--- src/rtl/pipeline_controller_pkg.sv ---
// Shared types and constants for the pipeline controller (FORWARDING_EN selects the forwarding build).
package pipeline_controller_pkg;

  localparam int unsigned REG_W = 4;
  localparam int unsigned SEL_W = 2;

  typedef enum logic [1:0] {
    IDLE = 2'd0,
    WAIT = 2'd1,
    DONE = 2'd2
  } mem_state_t;

  localparam logic [SEL_W-1:0] FWD_RF  = 2'b00;
  localparam logic [SEL_W-1:0] FWD_MEM = 2'b01;
  localparam logic [SEL_W-1:0] FWD_WB  = 2'b10;

  // A source collides with a stage when it is really read and that stage writes the same register.
  function automatic logic src_hit(input logic [REG_W-1:0] idx, input logic use_bit,
                                   input logic [REG_W-1:0] dest, input logic wb_en);
    return use_bit & wb_en & (dest == idx);
  endfunction

  // MEM is younger than WB, so its result wins.
  function automatic logic [SEL_W-1:0] fwd_pick(input logic [REG_W-1:0] src,
                                                input logic [REG_W-1:0] mem_dest, input logic mem_wb_en,
                                                input logic [REG_W-1:0] wb_dest, input logic wb_wb_en);
    if (mem_wb_en && (mem_dest == src)) return FWD_MEM;
    if (wb_wb_en && (wb_dest == src)) return FWD_WB;
    return FWD_RF;
  endfunction

endpackage

--- src/rtl/pipeline_controller_hazard_detect.sv ---
// Combinational RAW stall and operand-forwarding selects; FORWARDING_EN reduces stalls to load-use.
module pipeline_controller_hazard_detect
  import pipeline_controller_pkg::*;
(
  input  logic [REG_W-1:0] id_src1,
  input  logic [REG_W-1:0] id_src2,
  input  logic             id_two_src,
  input  logic             id_use_src1,
  input  logic [REG_W-1:0] exe_dest,
  input  logic             exe_wb_en,
  input  logic             exe_mem_r_en,
  input  logic [REG_W-1:0] exe_src1,
  input  logic [REG_W-1:0] exe_src2,
  input  logic [REG_W-1:0] mem_dest,
  input  logic             mem_wb_en,
  input  logic [REG_W-1:0] wb_dest,
  input  logic             wb_wb_en,
  output logic             raw_stall_c,
  output logic [SEL_W-1:0] fwd_sel1_c,
  output logic [SEL_W-1:0] fwd_sel2_c
);

  logic exe_hit;
  assign exe_hit = src_hit(id_src1, id_use_src1, exe_dest, exe_wb_en)
                 | src_hit(id_src2, id_two_src,  exe_dest, exe_wb_en);

`ifdef FORWARDING_EN
  assign raw_stall_c = exe_hit & exe_mem_r_en;
  assign fwd_sel1_c  = fwd_pick(exe_src1, mem_dest, mem_wb_en, wb_dest, wb_wb_en);
  assign fwd_sel2_c  = fwd_pick(exe_src2, mem_dest, mem_wb_en, wb_dest, wb_wb_en);
`else
  logic mem_hit;
  logic unused_fwd;
  assign mem_hit = src_hit(id_src1, id_use_src1, mem_dest, mem_wb_en)
                 | src_hit(id_src2, id_two_src,  mem_dest, mem_wb_en);
  assign raw_stall_c = exe_hit | mem_hit;
  assign fwd_sel1_c  = FWD_RF;
  assign fwd_sel2_c  = FWD_RF;
  // Forwarding inputs stay on the port list for a uniform interface.
  assign unused_fwd  = ^{exe_src1, exe_src2, wb_dest, wb_wb_en, exe_mem_r_en};
`endif

endmodule

--- src/rtl/pipeline_controller.sv ---
// Pipeline freeze/flush/bubble sequencing with SRAM handshake FSM; FORWARDING_EN enables operand forwarding.
module pipeline_controller
  import pipeline_controller_pkg::*;
#(
  parameter int unsigned TIMEOUT = 64,
  parameter int unsigned CNT_W   = 7
) (
  input  logic             clk,
  input  logic             rst,
  input  logic [REG_W-1:0] id_src1,
  input  logic [REG_W-1:0] id_src2,
  input  logic             id_two_src,
  input  logic             id_use_src1,
  input  logic [REG_W-1:0] exe_dest,
  input  logic             exe_wb_en,
  input  logic             exe_mem_r_en,
  input  logic [REG_W-1:0] exe_src1,
  input  logic [REG_W-1:0] exe_src2,
  input  logic [REG_W-1:0] mem_dest,
  input  logic             mem_wb_en,
  input  logic             mem_req,
  input  logic             mem_ready,
  input  logic [REG_W-1:0] wb_dest,
  input  logic             wb_wb_en,
  input  logic             exe_b,
  output logic             sram_start,
  output logic             freeze_all,
  output logic             hazard_stall,
  output logic             flush,
  output logic [SEL_W-1:0] fwd_sel1,
  output logic [SEL_W-1:0] fwd_sel2,
  output logic             mem_timeout
);

  mem_state_t       state;
  logic [CNT_W-1:0] wait_cnt;
  logic             raw_stall_c;

  pipeline_controller_hazard_detect u_hazard_detect (
    .id_src1      (id_src1),
    .id_src2      (id_src2),
    .id_two_src   (id_two_src),
    .id_use_src1  (id_use_src1),
    .exe_dest     (exe_dest),
    .exe_wb_en    (exe_wb_en),
    .exe_mem_r_en (exe_mem_r_en),
    .exe_src1     (exe_src1),
    .exe_src2     (exe_src2),
    .mem_dest     (mem_dest),
    .mem_wb_en    (mem_wb_en),
    .wb_dest      (wb_dest),
    .wb_wb_en     (wb_wb_en),
    .raw_stall_c  (raw_stall_c),
    .fwd_sel1_c   (fwd_sel1),
    .fwd_sel2_c   (fwd_sel2)
  );

  // SRAM handshake; the timeout forces DONE so a lost mem_ready cannot deadlock the pipeline.
  always_ff @(posedge clk or posedge rst) begin
    if (rst) begin
      state       <= IDLE;
      wait_cnt    <= '0;
      mem_timeout <= 1'b0;
    end else begin
      case (state)
        IDLE: begin
          if (mem_req) begin
            state    <= WAIT;
            wait_cnt <= '0;
          end
        end
        WAIT: begin
          wait_cnt <= wait_cnt + CNT_W'(1);
          if (mem_ready) begin
            state <= DONE;
          end else if (wait_cnt == CNT_W'(TIMEOUT - 1)) begin
            state       <= DONE;
            mem_timeout <= 1'b1;
          end
        end
        DONE:    state <= IDLE;
        default: state <= IDLE;
      endcase
    end
  end

  // Request and freeze react to mem_req in the issue cycle; reset drops them at once.
  always_comb begin
    sram_start = 1'b0;
    freeze_all = 1'b0;
    case (state)
      IDLE: begin
        sram_start = mem_req;
        freeze_all = mem_req;
      end
      WAIT:    freeze_all = 1'b1;
      default: ;
    endcase
    if (rst) begin
      sram_start = 1'b0;
      freeze_all = 1'b0;
    end
  end

  assign flush        = exe_b & ~freeze_all;
  assign hazard_stall = raw_stall_c & ~freeze_all & ~exe_b;

endmodule

--- config.mk ---
export PLATFORM = sky130hd
export DESIGN_NAME = pipeline_controller
export DESIGN_NICKNAME = d
export VERILOG_FILES = /design/src/rtl/pipeline_controller_pkg.sv /design/src/rtl/pipeline_controller_hazard_detect.sv /design/src/rtl/pipeline_controller.sv
export SDC_FILE = /design/constraint.sdc
export NUM_CORES = 1
export LEC_CHECK = 0
export ABC_AREA = 1
export CAP_MARGIN = 0
export CORE_ASPECT_RATIO = 0.75
export CORE_MARGIN = 2
export CORE_UTILIZATION = 38
export DETAILED_ROUTE_END_ITERATION = 10
export GPL_ROUTABILITY_DRIVEN = 0
export PLACE_DENSITY = 0.86
export SYNTH_ARGS = -nofsm -noshare
export SYNTH_HDL_FRONTEND = slang
export SYNTH_SLANG_ARGS = --single-unit
--- constraint.sdc ---
create_clock -name clk -period 1.82 [get_ports clk]
set_clock_uncertainty 0.2 [all_clocks]
set_input_delay 0.364 -clock clk [delete_from_list [all_inputs] [get_ports clk]]
set_output_delay 0.364 -clock clk [all_outputs]
set_load 0.005 [all_outputs]
After elaboration in Yosys (flattened, before gate mapping)
Cells that the tools add are included.
{ "word_totals": {"latchBits": 0, "regBits": 10, "romBits": 0, "mem_count": 0, "elab_cells": 44, "mem_bits_rw": 0} }
{ "op_classes": {"multipliers": 0, "n_eq_ne": 8, "n_bitwise": 17, "n_div": 0, "reduce_logical": 5, "n_mux": 10, "n_shift": 0, "add_sub_neg": 1, "magnitude_cmp": 0} }
{ "op_table": {"columns": ["operator", "n"], "rows": [
  ["== test 4 bit", 4],
  ["one-hot mux 7 bit (2 select lines)", 1],
  ["AND 1 bit", 11],
  ["adder 7 x 1 -> 7 bit (second input constant)", 1],
  ["== test 7 x 6 -> 1 bit (second input constant)", 1],
  ["2-to-1 mux 7 bit", 1],
  ["2-to-1 mux 2 bit", 3],
  ["one-hot mux 2 bit (2 select lines)", 1],
  ["AND reduction 2 bit", 2],
  ["2-to-1 mux 1 bit", 3],
  ["!= test 3 bit (second input constant)", 1],
  ["NOT 1 bit", 3],
  ["bitwise OR 1 bit", 3],
  ["AND reduction 3 bit", 1],
  ["== test 2 x 1 -> 1 bit (second input constant)", 1],
  ["zero test 2 bit", 1],
  ["!= test 2 bit (second input constant)", 1],
  ["one-hot mux 1 bit (2 select lines)", 1],
  ["nonzero test 2 bit", 1]
]} }

Logic depth before layout (Yosys ltp)
Gate-level depths: netlist of run 1.
{ "depth": {"ltp_word": 6, "depth_mapped": 8, "ltp_nobuf": 8} }

Hierarchy
Synthesis of run 1 repeated with hierarchy kept, for this count alone.
{ "hier_totals": {"hier_cells": 157, "hier_area_um2": 882.1} }
{ "by_module_without_submodules": {"columns": ["mod", "cells_each", "instances", "seq_area_each_um2", "area_per_inst_um2"], "rows": [
  ["pipeline_controller", 74, 1, 250.2, 544.3],
  ["pipeline_controller_hazard_detect", 83, 1, 0.0, 337.8]
]} }

Least setup slack after synthesis of run 1
OpenSTA, ideal clock, no wires.
{ "synth_path": {"kind": "register to output", "start": "register state[1]", "end": "output flush", "path_stages_with_launch": 7, "t_required_ns": 1.256, "t_arrival_ns": 0.898, "path_slack_ns": 0.358, "path_buffers": 0, "cell_sequence": "dfrtp_1 > nor2_1 > nand2_2 > nand2_1 > nand2_1 > inv_2 > nor2_1"} }
{ "synth_between": {"elab_chain_cells": 5} }
{ "synth_rtl": {"columns": ["item", "line_no", "text"], "rows": [
  ["start: declaration", "pipeline_controller.sv:35", "mem_state_t state;"],
  ["start signal: assignment", "pipeline_controller.sv:61", "state <= IDLE;"],
  ["start signal: assignment", "pipeline_controller.sv:68", "state <= WAIT;"],
  ["start signal: assignment", "pipeline_controller.sv:75", "state <= DONE;"],
  ["== test 2 x 1 -> 1 bit or zero test 2 bit (tied branches)", "pipeline_controller.sv:91", "case (state)"],
  ["one-hot mux 1 bit (2 select lines) *", "pipeline_controller.sv:91", null],
  ["2-to-1 mux 1 bit *", "pipeline_controller.sv:99", "if (rst) begin"],
  ["net freeze_all", "pipeline_controller.sv:27", "output logic freeze_all,"],
  ["NOT 1 bit *", "pipeline_controller.sv:105", "assign flush = exe_b & ~freeze_all;"],
  ["AND 1 bit *", "pipeline_controller.sv:105", null],
  ["end: declaration", "pipeline_controller.sv:29", "output logic flush,"]
]} }
Mark *: on every way through the listed nets, which the timed path passes. The rest lies on a longest branch.

Final worst setup path of run 1
{ "layout_path": {"start": "register state[1]", "end": "output hazard_stall"} }
{ "layout_between": {"elab_chain_cells": 6} }
{ "layout_rtl": {"columns": ["item", "line_no", "text"], "rows": [
  ["== test 2 x 1 -> 1 bit or zero test 2 bit (tied branches)", "pipeline_controller.sv:91", null],
  ["one-hot mux 1 bit (2 select lines) *", "pipeline_controller.sv:91", null],
  ["2-to-1 mux 1 bit *", "pipeline_controller.sv:99", null],
  ["NOT 1 bit *", "pipeline_controller.sv:106", "assign hazard_stall = raw_stall_c & ~freeze_all & ~exe_b;"],
  ["AND 1 bit * (2 in series)", "pipeline_controller.sv:106", null],
  ["end: declaration", "pipeline_controller.sv:28", "output logic hazard_stall,"]
]} }
Mark *: on every way between the ends. The rest lies on a longest branch, timed or not.

==> impl_results.md, run 1 <==
* Core area at between 2000 and 2500 um2
* Commonest cells in the netlist: nand2_1, nor2_1, inv_1, nand3_1, dfrtp_1
* Clk root buf: clkbuf_4
* Hold slack at -0.0178 ns
* Failing checks: design-rule violations, negative hold slack, negative setup slack
* Fin crit share at 103%
* Largest net degree at the start of global routing at 11
* Seq/Total Area, Yosys at between 20% and 30%
* DR WL/cell at ~11 um
* GRT overflow at 0
* DR vias/cell at between 4 and 5
* Total Routing Usage GR at between 10% and 20%
* Fin cells at approximately 200
* Initial drt markers at 70
* Leading area contributor after synthesis: dfrtp_1
* CTS Buf Count at 3
* Cell variety after synth at 19
* R2R cell count at 8
* Worst min path class: input pin to asynchronous set/reset pin
* Placed cells at approximately 200
* Yosys top cell area share at between 20 and 30%
* Final Hold Viols at 6
* R2r setup slk at between 0.3 and 0.4 ns
* Share of cells above drive strength 1 at 21.7%
* FMAX at around 530 MHz
* DRT Pass-1 Iters at 7
* Mux cell area share after synthesis at 2.34%
* CP Data Arrival Time at around 1.3 ns
* CTS hold repair buffers at 0
* YS warnings at 0
* End point of the critical path: hazard_stall
* Primary FF master, synth: dfrtp_1
* Crit Path Class: register to output port
* Final Critical Period at about 1.9 ns
* Die Width at 58.8 um
* Crit path capture type: output port
* Synth Area in Compound Gates at ~8.3%
* Yosys reg bits at 10
* Post-Syn Area at between 800 and 900 um2
* Antenna violations before repair at 0
* Max-Cap Viols at 0
* DP Wirelength at between 1500 and 2000 um
* Vias in the first global route at between 800 and 900
* Worst endpoint required time at between 1 and 1.5 ns
* Async SR Flop Fraction at between 90% and 100%
* Die footprint at 2660 um2
* Mean Syn Cell Area at 6.12 um2
* XOR/XNOR Fraction of Synth Area at 1.02%
* RSZ-0062 raised after global routing: true
* H-tree Lvls at 1
* Final setup fails at 1
* Crit Reg-Reg Endpoint: wait_cnt[6]
* Status: complete, but fails checks
* Crit path from: state[1]
* Pleak at between 0.7 and 0.8 nW
* CTS Buffer Depth at 2
* First-pass GRT wire length at 3740 um
* Antenna Cells at 0
* Worst setup margin at -0.0614 ns
* Die height at approximately 45 um
* Main combinational cell family by area after synthesis: simple AND/OR/NAND/NOR gates
* CTS tree: yes
* Residual DRC at 2
* Final core utilization at 60.7%
* Clk_lat worst skew at 0.28 ns
* Worst r2r src: wait_cnt[0]
* Area grow syn2layout at 46.3%
* Routed Antenna Nets at 0
* Final WL at 2330 um
* Pre-CTS WS at -0.651 ns
* Power per standard cell area at 710 nW/um2
* Most numerous cell in the Yosys netlist: nand2_1
* Max VDD drop at around 0.00028 V
* Post-DP Area at ~1200 um2
* Largest fanout on the critical path at 2
* Pins Over Slew Limit at 0
* Initial core utilization at about two fifths
* Startpoint Class: register
* Simple-gate share of the synthesized area at a little over two fifths
* CTS clk-pin slew, worst paths at about 0.080 ns
* Input/output buffers at 29
* Cell row count at 14
* Via count at just under 1000
* Number of synthesized flops with an enable pin at 0
* Adder-cell share of the synthesized area at 1.46%
* Synth area leaders: dfrtp_1, nand2_1, nor2_1
* Final instance area at roughly 1300 um2
* Post-Synthesis Cells at between 100 and 150
* Fin nets at approximately 220
* I/O pins at 48
* TritonCTS Sinks at 10
==> metal layers <==
metal	vias up	share of wire, %	global-route usage (%)
met5	-	0	0
met4	0	0.43	5.00
met3	2	4.0	4.01
met2	23	49	30.9
met1	436	46	24.9
li1	500	-	-
==> cell usage in the layout (no fill, tap or decap), types with 3 or more instances in the layout <==
cell type and instances:
dlygate4sd2_1 20, nand2_1 43, dfrtp_1 10, inv_1 16
nand2_2 4, buf_4 7, conb_1 4, clkdlybuf4s50_1 3
clkbuf_4 3, buf_2 3, inv_2 9, o21ai_1 4
nand3_1 12, nor2_1 19
==> cells by family (layout without fill, tap and decap cells) <==
family / after synthesis / after routing
other cells: 1 / 4
flops: 10 / 10
simple gates: 84 / 84
compound gates: 12 / 12
fa+ha+maj: 1 / 1
xor+xnor: 1 / 1
mux: 2 / 2
buf+inv: 29 / 66
==> per-stage QoR <==
stage	power, mW	setup TNS (ns)
CTS	0.866	-0.0697
global route	0.951	-0.238
global placement	0.631	-1.68
floorplan	0.486	0
finish	0.890	-0.0614
detailed placement	0.654	-1.85
==> flip-flops by register name, summed over array words and instances, names as in the netlist <==
signal / count
wait_cnt: 7
state: 2
mem_timeout: 1
==> worst max-delay path: stages (launching register included) <==
cell	delay (ns)
dfrtp_1	0.43
nor2_2	0.11
nand2_2	0.07
nand2_2	0.07
nand2_2	0.06
buf_6	0.11
nand2_2	0.04
nor2_1	0.03
buf_2	0.12
==> timing repair <==
item / CTS / global route
endpoints found under the setup margin: 4 / 3
pin swaps: 9 / 0
hold endpoints to repair: 0 / 0
gates resized for setup: 49 / 7
buffers inserted: 2 / 1
==> final cells by class <==
type / count / area (um2)
clock buffers: 4 / 36.3
fillers: 189 / 813
inverters: 25 / 93.8
multi-input cells: 104 / 526
flip-flops and latches: 10 / 250
well taps: 24 / 30.0
repair buffers: 37 / 318
==> where the power goes <==
group          internal (mW)  switching (mW)
Sequential             0.265          0.0460
Clock                  0.121          0.0828
Combinational          0.179           0.196
Total                  0.565           0.325
==> how the worst min path moves through the flow <==
stage / from / to / slack [ns] / cells after the start
finish: rst / wait_cnt[0] / -0.02 / 3
global route: rst / wait_cnt[1] / 0.01 / 3
CTS: rst / wait_cnt[0] / 0.25 / 3
detailed placement: mem_timeout / mem_timeout / 0.27 / 1
global placement: mem_timeout / mem_timeout / 0.25 / 1
floorplan: rst / mem_timeout / 0.01 / 1
No activity file was read; power rests on OpenSTA's default activity.
==> inputs of run 2 (changes only) <==
--- a/config.mk
+++ b/config.mk
@@ -10,9 +10,10 @@
 export CORE_ASPECT_RATIO = 0.75
 export CORE_MARGIN = 2
 export CORE_UTILIZATION = 38
+export CTS_CLUSTER_SIZE = 30
 export DETAILED_ROUTE_END_ITERATION = 10
-export GPL_ROUTABILITY_DRIVEN = 0
 export PLACE_DENSITY = 0.86
 export SYNTH_ARGS = -nofsm -noshare
 export SYNTH_HDL_FRONTEND = slang
+export SYNTH_HIERARCHICAL = 1
 export SYNTH_SLANG_ARGS = --single-unit
==> run 2 against run 1 <==
Compared with the run above: the run now ends clean; sequential power rose by 4%; sequential cell count is the same; utilization fell by 6.9 points; largest cell class unchanged; routed wire length shrank 7.7%; fmax up 3.9%; final cell count up 7.8%; first-iteration DRC count down 37%; power grew 8.5%; area after synthesis grew 2.9%; global-route usage down 1.5 points; clock power down 2%; non-clock buffer count decreased by 2.
==> impl_results.md, run 2 <==
* Seq/Total Area, Yosys at 28.4%
* FMAX at 552 MHz
* Most frequent cells in the layout: nand2_1, inv_1, nor2_1
* Met1 Usage GRT at between 20 and 30%
* Share of cells above drive strength 1 at around 25%
* Cell row count at 15
* Pins Over Slew Limit at 0
* Antenna violations before repair at 0
* Clk_lat worst skew at 0.27 ns
* Via count at between 900 and 1000
* Crit path capture type: output port
* Final Critical Period at between 1.5 and 2 ns
* CTS tree: yes
* DR WL/cell at around 10 um
* Top Registers: wait_cnt (7), state (2), mem_timeout (1)
* DRT Pass-1 Iters at 4
* First-pass GRT wire length at 3550 um
* Most numerous cell in the Yosys netlist: nand2_1
* Power after layout at 0.966 mW
* Die height at between 40 and 50 um
* Leading area contributor after synthesis: dfrtp_1
* Die footprint at between 2000 and 3000 um2
* GP Congestion at between 0.8 and 0.9
* Initial drt markers at 44
* Placed cells at about 210
* Yosys reg bits at 10
* Cell variety after synth at 18
* Top Usage Layer GRT: met2
* Worst r2r src: state[1]
* Antenna Cells at 0
* Max-Cap Viols at 0
* CTS Buffer Depth at 2
* Fin nets at 236
* End point of the critical path: freeze_all
* R2R cell count at 7
* Power per standard cell area at 798 nW/um2
* Initial core utilization at 39.2%
* CP cell instances: buf_6 > o21ai_4 > nor2_2 > dlygate4sd2_1
* GRT overflow at 0
* Largest fanout on the critical path at 3
* Final WL at between 2000 and 2500 um
* Worst endpoint required time at approximately 1.3 ns
* Pleak at just over 0.7 nW
* CTS Buf Count at 3
* Fin cells at 220
* Number of synthesized flops with an enable pin at 0
* Startpoint Class: register
* Clk root buf: clkbuf_4
* H-tree Lvls at 1
* R2r setup slk at between 0.4 and 0.5 ns
* CTS clk-pin slew, worst paths at 0.06 ns
* DP Wirelength at roughly 1700 um
* Primary FF master, synth: dfrtp_1
* Total Routing Usage GR at around 17%
* Routed Antenna Nets at 0
* DR vias/cell at between 4 and 5
* Input/output buffers at 29
* CP Data Arrival Time at between 1 and 1.5 ns
* Max reg flops at 7
* Fin crit share at ~99%
* Post-DP Area at roughly 1200 um2
* Crit path from: state[0]
* Async SR Flop Fraction at 100%
* Post-Synthesis Cells at approximately 160
* Worst stage delay on the critical path at approximately 0.4 ns
* Post-Syn Area at 882 um2
* Most common cell after layout, fill and taps aside: nand2_1
* YS warnings at 6
* Yosys top cell area share at between 20 and 30%
* Routing usage on met2 at between 20 and 30%
* Final core utilization at between 50 and 60%
* Synth area leaders: dfrtp_1, nand2_1, inv_1
* I/O pins at 48
* TritonCTS Sinks at 10
* Final Hold Viols at 0
* Final setup fails at 0
* Worst path slowest cell: dfrtp_1
* Worst min path class: input pin to asynchronous set/reset pin
* Crit Path Class: register to output port
* Top reg by flops: wait_cnt
* Area grow syn2layout at 37.3%
* CTS hold repair buffers at 0
* Core area at about 2300 um2
* Die Width at between 50 and 60 um
* Final instance area at 1210 um2
* Grt met3 use at under 10%
* Residual DRC at 0
* Vias in the first global route at approximately 850
* Largest net degree at the start of global routing at 11
* Crit Reg-Reg Endpoint: wait_cnt[6]
* RSZ-0062 raised after global routing: true
* Mean Syn Cell Area at roughly 5.6 um2
* Commonest cells in the netlist: nand2_1, inv_1, nor2_1, dfrtp_1, nand3_1
* Max VDD drop at 0.000465 V
* Status: finished, final reports clean
[run 2: cell count changes after synthesis, sizes merged]
cell,before,now
o31ai,2,0
xor2,1,0
inv,25,27
o21ai,6,5
nand3,13,10
nand2,47,68
nor3,1,0
nand4,0,1
or2,0,1
nor2,23,22
mux2i,2,0
a21oi,3,6
[run 2: logic make-up (layout without fill, tap and decap cells)]
group / count (synthesis) / in the layout / share of synthesized area, %
other cells: 1 / 4 / 0.425
simple gates: 102 / 102 / 47.4
fa+ha+maj: 1 / 1 / 1.42
buf+inv: 31 / 66 / 14.9
flops: 10 / 10 / 28.4
compound gates: 12 / 12 / 7.52
[run 2: worst max-delay path: cells and delay by family, from the launching register on]
family,cells,cell delay (ns)
buffers and inverters,2,0.39
AOI/OAI and AO/OA,1,0.13
DFF,1,0.40
and+or+nand+nor,1,0.06
[run 2: power by group]
part	leakage [nW]	switching, mW	internal (mW)
logic	0.571	0.231	0.213
registers	0.133	0.0503	0.271
clock network	0.0210	0.0783	0.122
total	0.725	0.360	0.606
[run 2: how the worst min path moves through the flow]
| stage | start | endpoint | slack, ns | depth (start not counted) |
|---|---|---|---|---|
| floorplan | rst | mem_timeout | 0.004 | 1 |
| global placement | mem_timeout | mem_timeout | 0.27 | 1 |
| detailed placement | mem_timeout | mem_timeout | 0.28 | 1 |
| CTS | rst | wait_cnt[1] | 0.06 | 2 |
| global route | rst | wait_cnt[1] | 0.08 | 2 |
| finish | rst | wait_cnt[2] | 0.04 | 2 |
[run 2: area by class of cell]
| class | count | area [um2] |
|---|---|---|
| Fill cell | 242 | 1040 |
| Multi-Input combinational cell | 119 | 542 |
| Sequential cell | 10 | 250 |
| Timing Repair Buffer | 35 | 250 |
| Inverter | 27 | 101 |
| Clock buffer | 4 | 36.3 |
| Tap cell | 25 | 31.3 |
[run 2: stage by stage]
stage	hold WS [ns]	TNS, ns	worst slack, ns
global route	0.0769	-0.114	-0.0779
global placement	0.274	-1.81	-0.750
floorplan	0.00418	0	0.329
finish	0.0435	0	0.00957
CTS	0.0649	-0.0845	-0.0699
detailed placement	0.279	-1.84	-0.752
[run 2: per-layer routing]
metal / routed length, um / up-vias
li1: - / 539
met1: 1090 / 419
met2: 933 / 25
met3: 132 / 0
met4: 0 / 0
met5: 0 / -
[run 2: timing repair]
| action | in CTS | in global routing |
|---|---|---|
| setup endpoints to repair | 4 | 4 |
| pin swaps | 6 | 13 |
| buffers inserted | 3 | 0 |
| gates resized for setup | 49 | 36 |
==> inputs of run 3 (changes only) <==
--- a/config.mk
+++ b/config.mk
@@ -10,8 +10,10 @@
 export CORE_ASPECT_RATIO = 0.75
 export CORE_MARGIN = 2
 export CORE_UTILIZATION = 38
+export CTS_CLUSTER_DIAMETER = 100
 export CTS_CLUSTER_SIZE = 30
 export DETAILED_ROUTE_END_ITERATION = 10
+export HOLD_SLACK_MARGIN = 0.03
 export PLACE_DENSITY = 0.86
 export SYNTH_ARGS = -nofsm -noshare
 export SYNTH_HDL_FRONTEND = slang
==> results of run 3 <==
No change in the layout: final DEF, timing and power equal those of run 2.
